## config.mk

```make
export PLATFORM = sky130hd
export DESIGN_NAME = iiitb_sdm_evlog
export DESIGN_NICKNAME = d
export VERILOG_FILES = /design/src/rtl/iiitb_sdm_pkg.sv /design/src/rtl/iiitb_sync_fifo.sv /design/src/rtl/iiitb_sdm_evlog.sv
export SDC_FILE = /design/constraint.sdc
export NUM_CORES = 1
export LEC_CHECK = 0
export BUFFER_PORTS_ARGS = -buffer_cell sky130_fd_sc_hd__buf_2
export CORE_MARGIN = 4
export CORE_UTILIZATION = 28
export DETAILED_ROUTE_END_ITERATION = 8
export SYNTH_ARGS = -nofsm -noshare
export SYNTH_HDL_FRONTEND = slang
export SYNTH_SLANG_ARGS = --single-unit
```

## constraint.sdc

```tcl
create_clock -name clk -period 3.9 [get_ports clk]
set_clock_uncertainty 0.15 [all_clocks]
set_input_delay 0.78 -clock clk [delete_from_list [all_inputs] [get_ports clk]]
set_output_delay 0.78 -clock clk [all_outputs]
set_load 0.01 [all_outputs]
```

## src/rtl/iiitb_sdm_pkg.sv

```systemverilog
// Shared constants for the sequence-detector event logger.
package iiitb_sdm_pkg;
   localparam int DEPTH = 8;
   localparam int TS_W  = 16;
   localparam int CNT_W = 8;
   localparam int PTR_W = $clog2(DEPTH);
   localparam int LVL_W = PTR_W + 1;
endpackage

```

## src/rtl/iiitb_sync_fifo.sv

```systemverilog
// Synchronous FIFO with combinational head read.
// A push while full is accepted only when a pop happens in the same cycle.
module iiitb_sync_fifo #(
   parameter int DATA_W = 16,
   parameter int DEPTH  = 8
) (
   input  logic                     clk,
   input  logic                     reset,
   input  logic                     push,
   input  logic [DATA_W-1:0]        din,
   output logic                     full,
   input  logic                     pop,
   output logic                     valid,
   output logic [DATA_W-1:0]        dout,
   output logic [$clog2(DEPTH):0]   level
);
   localparam int AW = $clog2(DEPTH);
   localparam logic [AW:0] FULL_LVL = (AW+1)'(DEPTH);

   logic [DATA_W-1:0] mem [DEPTH];
   logic [AW-1:0]     wr_ptr;
   logic [AW-1:0]     rd_ptr;
   logic [AW:0]       cnt;
   logic              do_push;
   logic              do_pop;

   assign valid   = (cnt != '0);
   assign full    = (cnt == FULL_LVL);
   assign do_pop  = pop & valid;
   assign do_push = push & (~full | do_pop);
   assign dout    = mem[rd_ptr];
   assign level   = cnt;

   // Pointer and occupancy tracking; pointers wrap naturally at DEPTH.
   always_ff @(posedge clk) begin
      if (reset) begin
         wr_ptr <= '0;
         rd_ptr <= '0;
         cnt    <= '0;
      end else begin
         if (do_push) wr_ptr <= wr_ptr + 1'b1;
         if (do_pop)  rd_ptr <= rd_ptr + 1'b1;
         case ({do_push, do_pop})
            2'b10:   cnt <= cnt + 1'b1;
            2'b01:   cnt <= cnt - 1'b1;
            default: cnt <= cnt;
         endcase
      end
   end

   // Storage write; contents are left untouched by reset.
   always_ff @(posedge clk) begin
      if (do_push) mem[wr_ptr] <= din;
   end
endmodule

```

## src/rtl/iiitb_sdm_evlog.sv

```systemverilog
// Event logger: timestamps detector pulses into a FIFO and keeps
// event / drop statistics with a sticky overflow flag.
module iiitb_sdm_evlog
   import iiitb_sdm_pkg::*;
#(
   parameter int DEPTH = iiitb_sdm_pkg::DEPTH,
   parameter int TS_W  = iiitb_sdm_pkg::TS_W,
   parameter int CNT_W = iiitb_sdm_pkg::CNT_W
) (
   input  logic                     clk,
   input  logic                     reset,
   input  logic                     en,
   input  logic                     det,
   output logic                     rd_valid,
   input  logic                     rd_ready,
   output logic [TS_W-1:0]          rd_data,
   output logic [CNT_W-1:0]         ev_count,
   output logic [CNT_W-1:0]         drop_count,
   output logic                     overflow,
   output logic [$clog2(DEPTH):0]   level
);
   logic [TS_W-1:0] ts;
   logic            ev;
   logic            full;
   logic            drop;
   logic            push;

   function automatic logic [CNT_W-1:0] sat_inc(input logic [CNT_W-1:0] v);
      return (&v) ? v : v + 1'b1;
   endfunction

   // A full FIFO always presents valid, so only rd_ready decides whether
   // the head frees a slot for this cycle's event.
   assign ev   = en & det;
   assign drop = ev & full & ~rd_ready;
   assign push = ev & ~drop;

   // Free-running timestamp, advancing only while enabled.
   always_ff @(posedge clk) begin
      if (reset)   ts <= '0;
      else if (en) ts <= ts + 1'b1;
   end

   // Event counter wraps; drop counter saturates; overflow is sticky.
   always_ff @(posedge clk) begin
      if (reset) begin
         ev_count   <= '0;
         drop_count <= '0;
         overflow   <= 1'b0;
      end else begin
         if (ev)   ev_count   <= ev_count + 1'b1;
         if (drop) drop_count <= sat_inc(drop_count);
         if (drop) overflow   <= 1'b1;
      end
   end

   iiitb_sync_fifo #(
      .DATA_W(TS_W),
      .DEPTH (DEPTH)
   ) u_fifo (
      .clk  (clk),
      .reset(reset),
      .push (push),
      .din  (ts),
      .full (full),
      .pop  (rd_ready),
      .valid(rd_valid),
      .dout (rd_data),
      .level(level)
   );
endmodule

```

# Word level (Yosys, flattened, before mapping)
# Memories as Yosys holds them, arrays and structs flattened. A register that Yosys moved wholly into a read port is not among the register bits.
# Cells that the tools add are included.
# word_totals
memories	1
output_inout_bits	38
wordCells	38
reg_bits	43
ram_bits	128
in_bits	5
# memory_table
name	depth	width	rd	rd_ports_with_merged_regs	write_ports	line_no	text
u_fifo.mem	8	16	1	1	1	iiitb_sync_fifo.sv:20	logic [DATA_W-1:0] mem [DEPTH];
# classes
mux	5
bitwise_logic	11
n_addsub	7
n_eq_ne	3
n_reduce_logical	4
# ops
cell	n
16-bit by 1-bit adder with 16-bit output, second input constant	1
8-bit by 1-bit adder with 8-bit output, second input constant	2
4-bit one-hot mux with 2 select lines	1
8-bit AND reduction	1
3-bit by 1-bit adder with 3-bit output, second input constant	2
1-bit AND	6
3-bit two-way mux	2
4-bit by 1-bit adder with 4-bit output, second input constant	1
4-bit == test, second input constant	1
1-bit NOT	4
4-bit nonzero test	1
4-bit by 1-bit subtractor with 4-bit output, second input constant	1
2-bit by 1-bit == test with 1-bit output, second input constant	1
2-bit == test, second input constant	1
1-bit two-way mux	2
2-bit AND reduction	1
2-bit nonzero test	1
1-bit OR	1

# Depth between registers and ports, before layout
# Gate-level depths: netlist of run 1.
# depth
ltp_word	8
mapped_depth	11
depth_no_buf	10

# Cells and area by module
# A second synthesis of run 1 with hierarchy kept.
# hier_totals
cells_unflattened	434
hier_area_um2	7013.0
# modules_own_cells
mod	n_inst	area_each_um2	seq_area_each_um2	cells_each
iiitb_sync_fifo	1	5530.3	4103.9	266
iiitb_sdm_evlog	1	1482.7	660.6	168

# Worst setup path before layout of run 1
# OpenSTA, ideal clock, no wires.
# synth_timing
kind	input to register
start	in en
end	mem u_fifo.mem[0][0] (enable)
arrival_ns	2.871
cell_stages	6
required_time_ns	3.341
setup_ns	0.409
path_buffers	2
path_slack_ns	0.470
cell_sequence	buf_2 > and2_1 > buf_2 > o21ai_1 > or2_2 > nor3_1
# synth_via
elab_chain_cells	8
# synth_lines
element	line_no	text
from (decl)	iiitb_sdm_evlog.sv:12	input logic en,
1-bit AND *	iiitb_sdm_evlog.sv:34	assign ev = en & det;
1-bit AND (2 in series)	iiitb_sdm_evlog.sv:35	assign drop = ev & full & ~rd_ready;
1-bit NOT	iiitb_sdm_evlog.sv:36	assign push = ev & ~drop;
1-bit AND *	iiitb_sdm_evlog.sv:36	
1-bit AND *	iiitb_sync_fifo.sv:30	assign do_push = push & (~full | do_pop);
1-bit two-way mux *	iiitb_sync_fifo.sv:53	if (do_push) mem[wr_ptr] <= din;
1-bit two-way mux (not written as such) *	iiitb_sync_fifo.sv:53	
to (decl)	iiitb_sync_fifo.sv:20	
# Every way passes the cells marked *; elsewhere a longest branch is shown, timed or not.

==> results.cfg, run 1 <==
[floorplan]
die_w_um = 166
chipHeight_um = 166
ios = 43
initial_core_util_pct = 28.5
core_area_um2 = 24400
floorplan.die_area_um2 = 27400
std_cell_rows = 57

[synthesis]
yosysSeqAreaShare_pct = 68.5
synth_edf_count = 128
synth-seq-cells = 174
ys_types = 44
synth_cells = 425
synth_most_common_cell = edfxtp_1
syn_area_um2 = 6960
synth_area_leaders = edfxtp_1, dfxtp_1, mux4_2
synth_common_cells = edfxtp_1, nor2_1, dfxtp_1, mux4_2, mux2_2
synth_area_leader_cell = edfxtp_1
synthFlopType = edfxtp_1
async_reset_ff_share_pct = 0
avgSynthCellArea_um2 = 16.4
synth.net_count = 438
synth_top_area_share_pct = 55.2
yosys_warnings = 0

[sta]
period_minus_slack_ns = 3.29
worstMarginPinSlew_ns = 0.901
relSlewSlack_pct = 39.9
timing.fmax_ghz = 0.304
hold_viol_final = 0
hold_slack_ns = 0.330
setup_slack_ns = 0.611
finalCritPeriodShare_pct = 84.3
rsz0062_at_grt = false
drv_slew = 0
setup_viol = 0
fin_tns_setup_ns = 0

[clock_tree]
cts_setup_buffers = 0
cts.sinks = 174
hold_buffers = 0
worst_skew_pair.late_latency_ns = 0.42
root_buffer = clkbuf_16
cts_tree = built
path_clk_slew_ns = 0.06
cts_max_level = 4
cts_resized = 0
clockBufferDepth = 2
cts_made_buffers = 17

[detailed_routing]
routed_via_density = 4.53
num_vias = 3703
routed_wirelength_mm = 13.2
drt_iter0_markers = 225
drt_first_pass_iters = 5
ant_nets = 0
drc_errors = 0
wl_per_cell_um = 16.2

[min_path]
min_path_type = reg -> reg
holdPathEnd = overflow
whs_path_depth = 2
hold_start = overflow

[worst_setup_path]
critPathMaxFanout = 13
timing.rr.end = u_fifo.level[3]
reg2reg_depth = 7
required_ns = 2.97
r2r-start = u_fifo.level[0]
critPathKind = reg -> out
cp-start-kind = flop
endpoint_kind = output pin
cp_slowest_cell = dfxtp_2
rrSetupSlack_ns = 1.07
path_cells = buf_4 > mux4_2 > mux2_2 > buf_2
cpPeakStageDelay_ns = 0.59
crit_arrival_ns = 2.36

[global_route]
antenna_found_initial = 0
grt_usage_pct = 9.91
overflow = 0
grt_max_degree = 50
grt_pass1_vias = 3876
grt_pass1_wl_mm = 21.4

[final_layout]
n_antenna_cell = 0
multiInputGateArea_um2 = 2120
area.growth.synth_to_final_pct = 17.5
drive_above_1_share_pct = 30.0
fin_util_pct = 33.5
final_net_count = 493
fill_cells = 2379
layout.area.seq_um2 = 4770

[power_and_ir_drop]
p_leak_nw = 2.92
peakVddDrop_v = 0.000501
finalPower_w = 0.00438
pwr_density_cell_nw_per_um2 = 535

[run_status]
status = completed

[flow_run]
maxCapViolCount = 0

[placed_design]
place_ws_ns = 0.749
portBuffers = 42
hpwl_mm = 8.10
place_congestion = 0.759
==> logic make-up after synthesis <==
kind of cell / synth area share (%)
compound gates: 2.59
xor+xnor: 3.15
fa+ha+maj: 1.44
buf+inv: 1.29
flops: 68.5
mux: 14.5
simple gates: 8.63
==> registers in the layout, indices dropped and copies added (netlist names), named ones only <==
register / flops
ts: 16
u_fifo.level: 4
overflow: 1
u_fifo.mem: 128
ev_count: 8
u_fifo.wr_ptr: 3
u_fifo.rd_ptr: 3
drop_count: 8
==> area by class of cell <==
type	instances	share of cell area, %
Sequential cell	174	58.3
Multi-Input combinational cell	231	25.9
Clock buffer	18	5.25
Tap cell	324	4.96
Timing Repair Buffer	54	3.67
Clock inverter	14	1.91
Inverter	2	0.0918
==> power by group <==
part           leakage (nW)  internal (W)  switching (W)
Clock                 0.285      0.000956       0.000708
Sequential             1.69       0.00202      0.0000669
Combinational         0.946      0.000308       0.000320
Total                  2.92       0.00328        0.00109
==> stage by stage <==
stage          std cells  instance area (um2)
2_1_floorplan        425                 6960
3_3_place_gp         785                 7590
3_5_place_dp         785                 7590
4_1_cts              817                 8180
5_1_grt              817                 8180
6_report             817                 8180
==> per-layer routing <==
metal | part of all wire, % | vias to the layer above | track usage [%]
met5 | 0 | - | 0
met4 | 1.1 | 0 | 3.01
met3 | 3.1 | 11 | 2.53
met2 | 47 | 70 | 15.4
met1 | 49 | 1872 | 13.8
li1 | - | 1750 | -
==> cells in the final DEF (no fill, tap or decap), types with 3 or more instances in the layout <==
cell type	instances
dfxtp_1	45
nand3_1	8
and4_1	3
buf_4	12
xor2_1	15
o211ai_1	3
o21ai_0	4
nand4_1	8
nand2b_1	4
xnor2_1	10
inv_6	3
nand2_1	9
ha_1	8
nor3_1	3
a21oi_1	9
clkbuf_16	17
buf_2	42
nor2b_1	8
edfxtp_1	128
and3_1	5
nor2_1	47
or3_1	5
mux4_2	32
clkinv_2	3
mux2_2	19
mux2i_1	6
==> critical path, delay by kind of cell, from the launching register on <==
kind                   cells  cell delay [ns]
multiplexers               2             0.83
buffers and inverters      2             0.51
flip-flops                 1             0.59
==> how the worst max path moves through the flow <==
stage | to | slack, ns | cells past startpoint
4_1_cts | rd_data[10] | 0.53 | 4
3_3_place_gp | u_fifo.level[2] | 0.83 | 10
6_report | rd_data[10] | 0.61 | 4
3_5_place_dp | u_fifo.level[3] | 0.75 | 7
5_1_grt | rd_data[13] | 0.45 | 4
2_1_floorplan | u_fifo.mem[0][0] | 0.47 | 6
Power figures use the tool's default switching activity.
==> run 2, diff against run 1 <==
Settings changed: ABC_AREA set to 1.
Clock period 3.9 ns to 2.7 ns, I/O delays scaled along.
==> results.cfg, run 2 <==
[worst_setup_path]
cpPeakStageDelay_ns = 0.35
endpoint_kind = output pin
cp-start-kind = flop
path_cells = buf_12 > nor2_1 > nor2_1 > o21ai_0 > o21ai_0 > nand2_1 > nand2_1 > buf_2
critPathKind = reg -> out
crit_arrival_ns = 1.77
required_ns = 2.01
cp_slowest_cell = dfxtp_2
critPathMaxFanout = 64

[final_layout]
n_antenna_cell = 0
fill_cells = 2526
regMostFlops = u_fifo.mem
reg.largest.list = u_fifo.mem (128), ts (16)
final_common_cell = edfxtp_1
final_cell_mix = edfxtp_1, nor2_1, nand2_1
largest_register_ffs = 128
instances_no_fill = 1070
final_net_count = 740
drive_above_1_share_pct = 14.2
area.growth.synth_to_final_pct = 17.4

[detailed_routing]
drt_iter0_markers = 292
drc_errors = 0
routed_wirelength_mm = 14.6
num_vias = 4737
wl_per_cell_um = 13.6
routed_via_density = 4.43
drt_first_pass_iters = 5
ant_nets = 0

[clock_tree]
cts_setup_buffers = 0
clockBufferDepth = 2
cts_resized = 0
cts_made_buffers = 17
worst_skew_pair.late_latency_ns = 0.42
path_clk_slew_ns = 0.07
root_buffer = clkbuf_16
cts.sinks = 174
hold_buffers = 0
cts_tree = built
cts_max_level = 4

[power_and_ir_drop]
p_leak_nw = 3.15
peakVddDrop_v = 0.000326
pwr_density_cell_nw_per_um2 = 823

[floorplan]
chipHeight_um = 168
initial_core_util_pct = 28.5
ios = 43
die_w_um = 168
core_area_um2 = 25300
floorplan.die_area_um2 = 28400
std_cell_rows = 58

[global_route]
grt_pass1_vias = 4449
antenna_found_initial = 0
overflow = 0
grt_usage_pct = 10.4
grt_pass1_wl_mm = 23.4
grt_max_degree = 65

[synthesis]
syn_area_um2 = 7210
synth.net_count = 691
synth-seq-cells = 174
synth_cells = 678
async_reset_ff_share_pct = 0
yosys_warnings = 0
ys_types = 35
synth_area_leader_cell = edfxtp_1
synthFlopType = edfxtp_1
synth_top_area_share_pct = 53.3
synth_most_common_cell = edfxtp_1
synth_edf_count = 128
yosysSeqAreaShare_pct = 66.1
synth_common_cells = edfxtp_1, nor2_1, nand2_1, o21ai_0, dfxtp_1
synth_area_leaders = edfxtp_1, dfxtp_1, nor2_1
avgSynthCellArea_um2 = 10.6

[sta]
timing.fmax_ghz = 0.406
hold_slack_ns = 0.274
relSlewSlack_pct = 54.6
period_minus_slack_ns = 2.46
finalCritPeriodShare_pct = 91.2
drv_slew = 0
setup_viol = 0
rsz0062_at_grt = false
fin_tns_setup_ns = 0
worstMarginPinSlew_ns = 0.680
hold_viol_final = 0

[run_status]
status = completed

[min_path]
min_path_type = in -> reg

[placed_design]
hpwl_mm = 8.98
portBuffers = 42
post-place-cells = 1038
place_congestion = 0.746

[flow_run]
maxCapViolCount = 0
-- run 2: cell types whose count changed in the layout (fill, tap and decap cells not counted), sizes merged, moves of 6 or more --
| cell | change |
|---|---|
| mux2 | -20 |
| o21ai | +81 |
| o22ai | +16 |
| inv | +44 |
| nand2 | +105 |
| nor2b | -8 |
| nor2 | +77 |
| mux4 | -32 |
| xor2 | -12 |
| mux2i | +10 |
| xnor2 | -6 |
| or3 | -6 |
| a21oi | +17 |
-- run 2: through the flow --
step	worst slack [ns]	total power [W]	area (um2)	util, %
floorplan	0.240	0.00414	7210	-
global placement	0.226	0.00466	7890	31.2
detailed placement	0.184	0.00468	7890	31.2
CTS	0.175	0.00705	8460	33.5
global route	0.0261	0.00736	8460	33.5
finish	0.237	0.00697	8460	33.5
-- run 2: kinds of logic after synthesis --
| kind of cell | after synthesis | share of synthesized area (%) |
|---|---|---|
| XOR/XNOR | 7 | 0.850 |
| buffers and inverters | 75 | 4.30 |
| AND/OR/NAND/NOR | 268 | 15.7 |
| adder cells (fa/ha/maj) | 8 | 1.39 |
| multiplexers | 16 | 2.22 |
| flip-flops | 174 | 66.1 |
| AO/OA/AOI/OAI | 130 | 9.44 |
-- run 2: power by group --
part | leakage, nW | total (W) | switching (W) | internal [W]
clock | 0.273 | 0.00238 | 0.00101 | 0.00137
combinational | 1.30 | 0.00158 | 0.00100 | 0.000579
sequential | 1.58 | 0.00301 | 0.0000764 | 0.00293
total | 3.15 | 0.00697 | 0.00209 | 0.00488
-- run 2: routing by layer --
| metal | track usage, % | part of all wire (%) | vias to the layer above | routed length (um) |
|---|---|---|---|---|
| met1 | 13.7 | 47 | 2211 | 6900 |
| met2 | 17.1 | 48 | 93 | 7000 |
| li1 | - | - | 2428 | - |
| met3 | 2.69 | 4.1 | 5 | 591 |
| met5 | 0 | 0 | - | 0 |
| met4 | 2.72 | 0.55 | 0 | 80 |
-- run 2: cell type report --
class / instances / area, um2 / share of cell area [%]
Timing Repair Buffer: 56 / 378 / 4.46
Clock buffer: 19 / 433 / 5.12
Clock inverter: 13 / 139 / 1.64
Inverter: 49 / 199 / 2.35
Tap cell: 330 / 413 / 4.88
Sequential cell: 174 / 4770 / 56.3
Multi-Input combinational cell: 429 / 2130 / 25.2
-- run 2: path summary, 6_finish.rpt --
path                                 startpoint               to  slack [ns]  cells past startpoint
worst max-delay path                       flop      rd_data[11]        0.24                      8
worst min-delay path                         en            ts[0]        0.27                      2
worst max register to register  u_fifo.level[0]  u_fifo.level[2]        0.48                     14
worst min register to register      ev_count[2]      ev_count[2]        0.33                      2
-- run 2: critical path, delay by kind of cell, from the launching register on --
kind	cells	cell delay [ns]
buffers and inverters	2	0.44
AND/OR/NAND/NOR	4	0.37
flip-flops	1	0.35
AO/OA/AOI/OAI	2	0.17
==> run 3, diff against run 2 <==
Settings changed: PLACE_DENSITY set to 0.45.
==> results.cfg, run 3 (synthesis results as in run 2) <==
[sta]
hold_viol_final = 0
drv_slew = 0
setup_viol = 0
relSlewSlack_pct = 68.1
timing.fmax_ghz = 0.397
worstMarginPinSlew_ns = 0.477
fin_tns_setup_ns = 0
finalCritPeriodShare_pct = 93.2
period_minus_slack_ns = 2.52
rsz0062_at_grt = false

[global_route]
grt_max_degree = 65
grt_pass1_wl_mm = 25.5
overflow = 0
grt_pass1_vias = 4505
grt_usage_pct = 11.6
antenna_found_initial = 0

[detailed_routing]
ant_nets = 0
routed_wirelength_mm = 16.2
num_vias = 4783
wl_per_cell_um = 15.0
drt_iter0_markers = 206
drc_errors = 0
drt_first_pass_iters = 4
routed_via_density = 4.45

[final_layout]
reg.largest.list = u_fifo.mem (128), ts (16)
multiInputGateArea_um2 = 2150
final_common_cell = edfxtp_1
instances_no_fill = 1076
regMostFlops = u_fifo.mem
largest_register_ffs = 128
final_area_um2 = 8580
drive_above_1_share_pct = 16.4
fill_cells = 2563
n_antenna_cell = 0
final_cell_mix = edfxtp_1, nor2_1, nand2_1
layout.area.seq_um2 = 4770
final_net_count = 746
area.growth.synth_to_final_pct = 19.1
fin_util_pct = 34.0

[floorplan]
std_cell_rows = 58
ios = 43
floorplan.die_area_um2 = 28400
die_w_um = 168
core_area_um2 = 25300
initial_core_util_pct = 28.5
chipHeight_um = 168

[run_status]
status = completed

[placed_design]
post_dp_cell_area_um2 = 7980
hpwl_mm = 9.81
portBuffers = 42
place_congestion = 0.731
post-place-cells = 1044

[min_path]
whs_path_depth = 2
hold_start = en
holdPathEnd = ts[0]
min_path_type = in -> reg

[clock_tree]
cts_setup_buffers = 0
cts_max_level = 4
hold_buffers = 0
clockBufferDepth = 2
cts_made_buffers = 17
worst_skew_pair.late_latency_ns = 0.43
cts.sinks = 174
cts_resized = 1
root_buffer = clkbuf_16
cts_tree = built
path_clk_slew_ns = 0.07

[worst_setup_path]
required_ns = 2.01
timing.rr.end = u_fifo.level[2]
critPathMaxFanout = 33
rrSetupSlack_ns = 0.47
cp-start-kind = flop
critPathKind = reg -> out
endpoint_kind = output pin
reg2reg_depth = 13
r2r-start = u_fifo.level[1]
crit_arrival_ns = 1.83

[power_and_ir_drop]
peakVddDrop_v = 0.000376
p_leak_nw = 3.21
pwr_density_cell_nw_per_um2 = 827

[flow_run]
maxCapViolCount = 0
## run 3: changes by cell type in the layout (fill, tap and decap cells not counted), moves of 2 or more
cell        change
nor2_1          -8
nor2_2          +8
inv_8           +4
buf_4           +3
clkinv_4        +3
buf_12          +2
clkbuf_1        -2
clkinv_2        -2
clkinvlp_4      -2
## run 3: worst max-delay path, stage by stage, from the launching register on
cell and delay [ns]:
dfxtp_4 0.45, inv_1 0.11, buf_12 0.19, o21ai_0 0.25
o21ai_0 0.13, nand2_1 0.07, nand2_1 0.06, buf_2 0.14
## run 3: final cells by class
| cell class | count | area share (%) |
|---|---|---|
| Inverter | 49 | 2.32 |
| Timing Repair Buffer | 62 | 5.31 |
| Sequential cell | 174 | 55.6 |
| Multi-Input combinational cell | 429 | 25.1 |
| Tap cell | 330 | 4.81 |
| Clock inverter | 15 | 1.95 |
| Clock buffer | 17 | 4.96 |
## run 3: worst max-delay path by stage
stage	start	end	slack, ns	cells past startpoint
after floorplan	det	u_fifo.mem[0][0]	0.24	8
after global placement	en	u_fifo.level[2]	0.21	16
after detailed placement	en	u_fifo.level[2]	0.19	16
after CTS	flop	rd_data[6]	0.04	7
after global routing	flop	rd_data[7]	0.02	7
final	flop	rd_data[15]	0.18	7
## run 3: through the flow
step | worst slack [ns] | hold WS [ns] | power [W]
floorplan | 0.240 | 0.298 | 0.00414
global placement | 0.210 | 0.315 | 0.00473
detailed placement | 0.192 | 0.321 | 0.00473
CTS | 0.0391 | 0.255 | 0.00720
global route | 0.0191 | 0.287 | 0.00751
finish | 0.184 | 0.267 | 0.00710
## run 3: per-layer routing
layer	track usage (%)	up-vias	wire [um]	share of wire [%]
li1	-	2444	-	-
met1	16.2	2258	8180	51
met2	18.2	67	7230	45
met3	2.52	14	588	3.6
met4	3.49	0	167	1.0
met5	0	-	0	0
## run 3: power by group
| group | internal, W | total, W | switching (W) | leakage [nW] |
|---|---|---|---|---|
| Sequential | 0.00293 | 0.00303 | 0.000103 | 1.58 |
| Combinational | 0.000606 | 0.00162 | 0.00101 | 1.33 |
| Clock | 0.00132 | 0.00245 | 0.00113 | 0.290 |
| Total | 0.00486 | 0.00710 | 0.00224 | 3.21 |
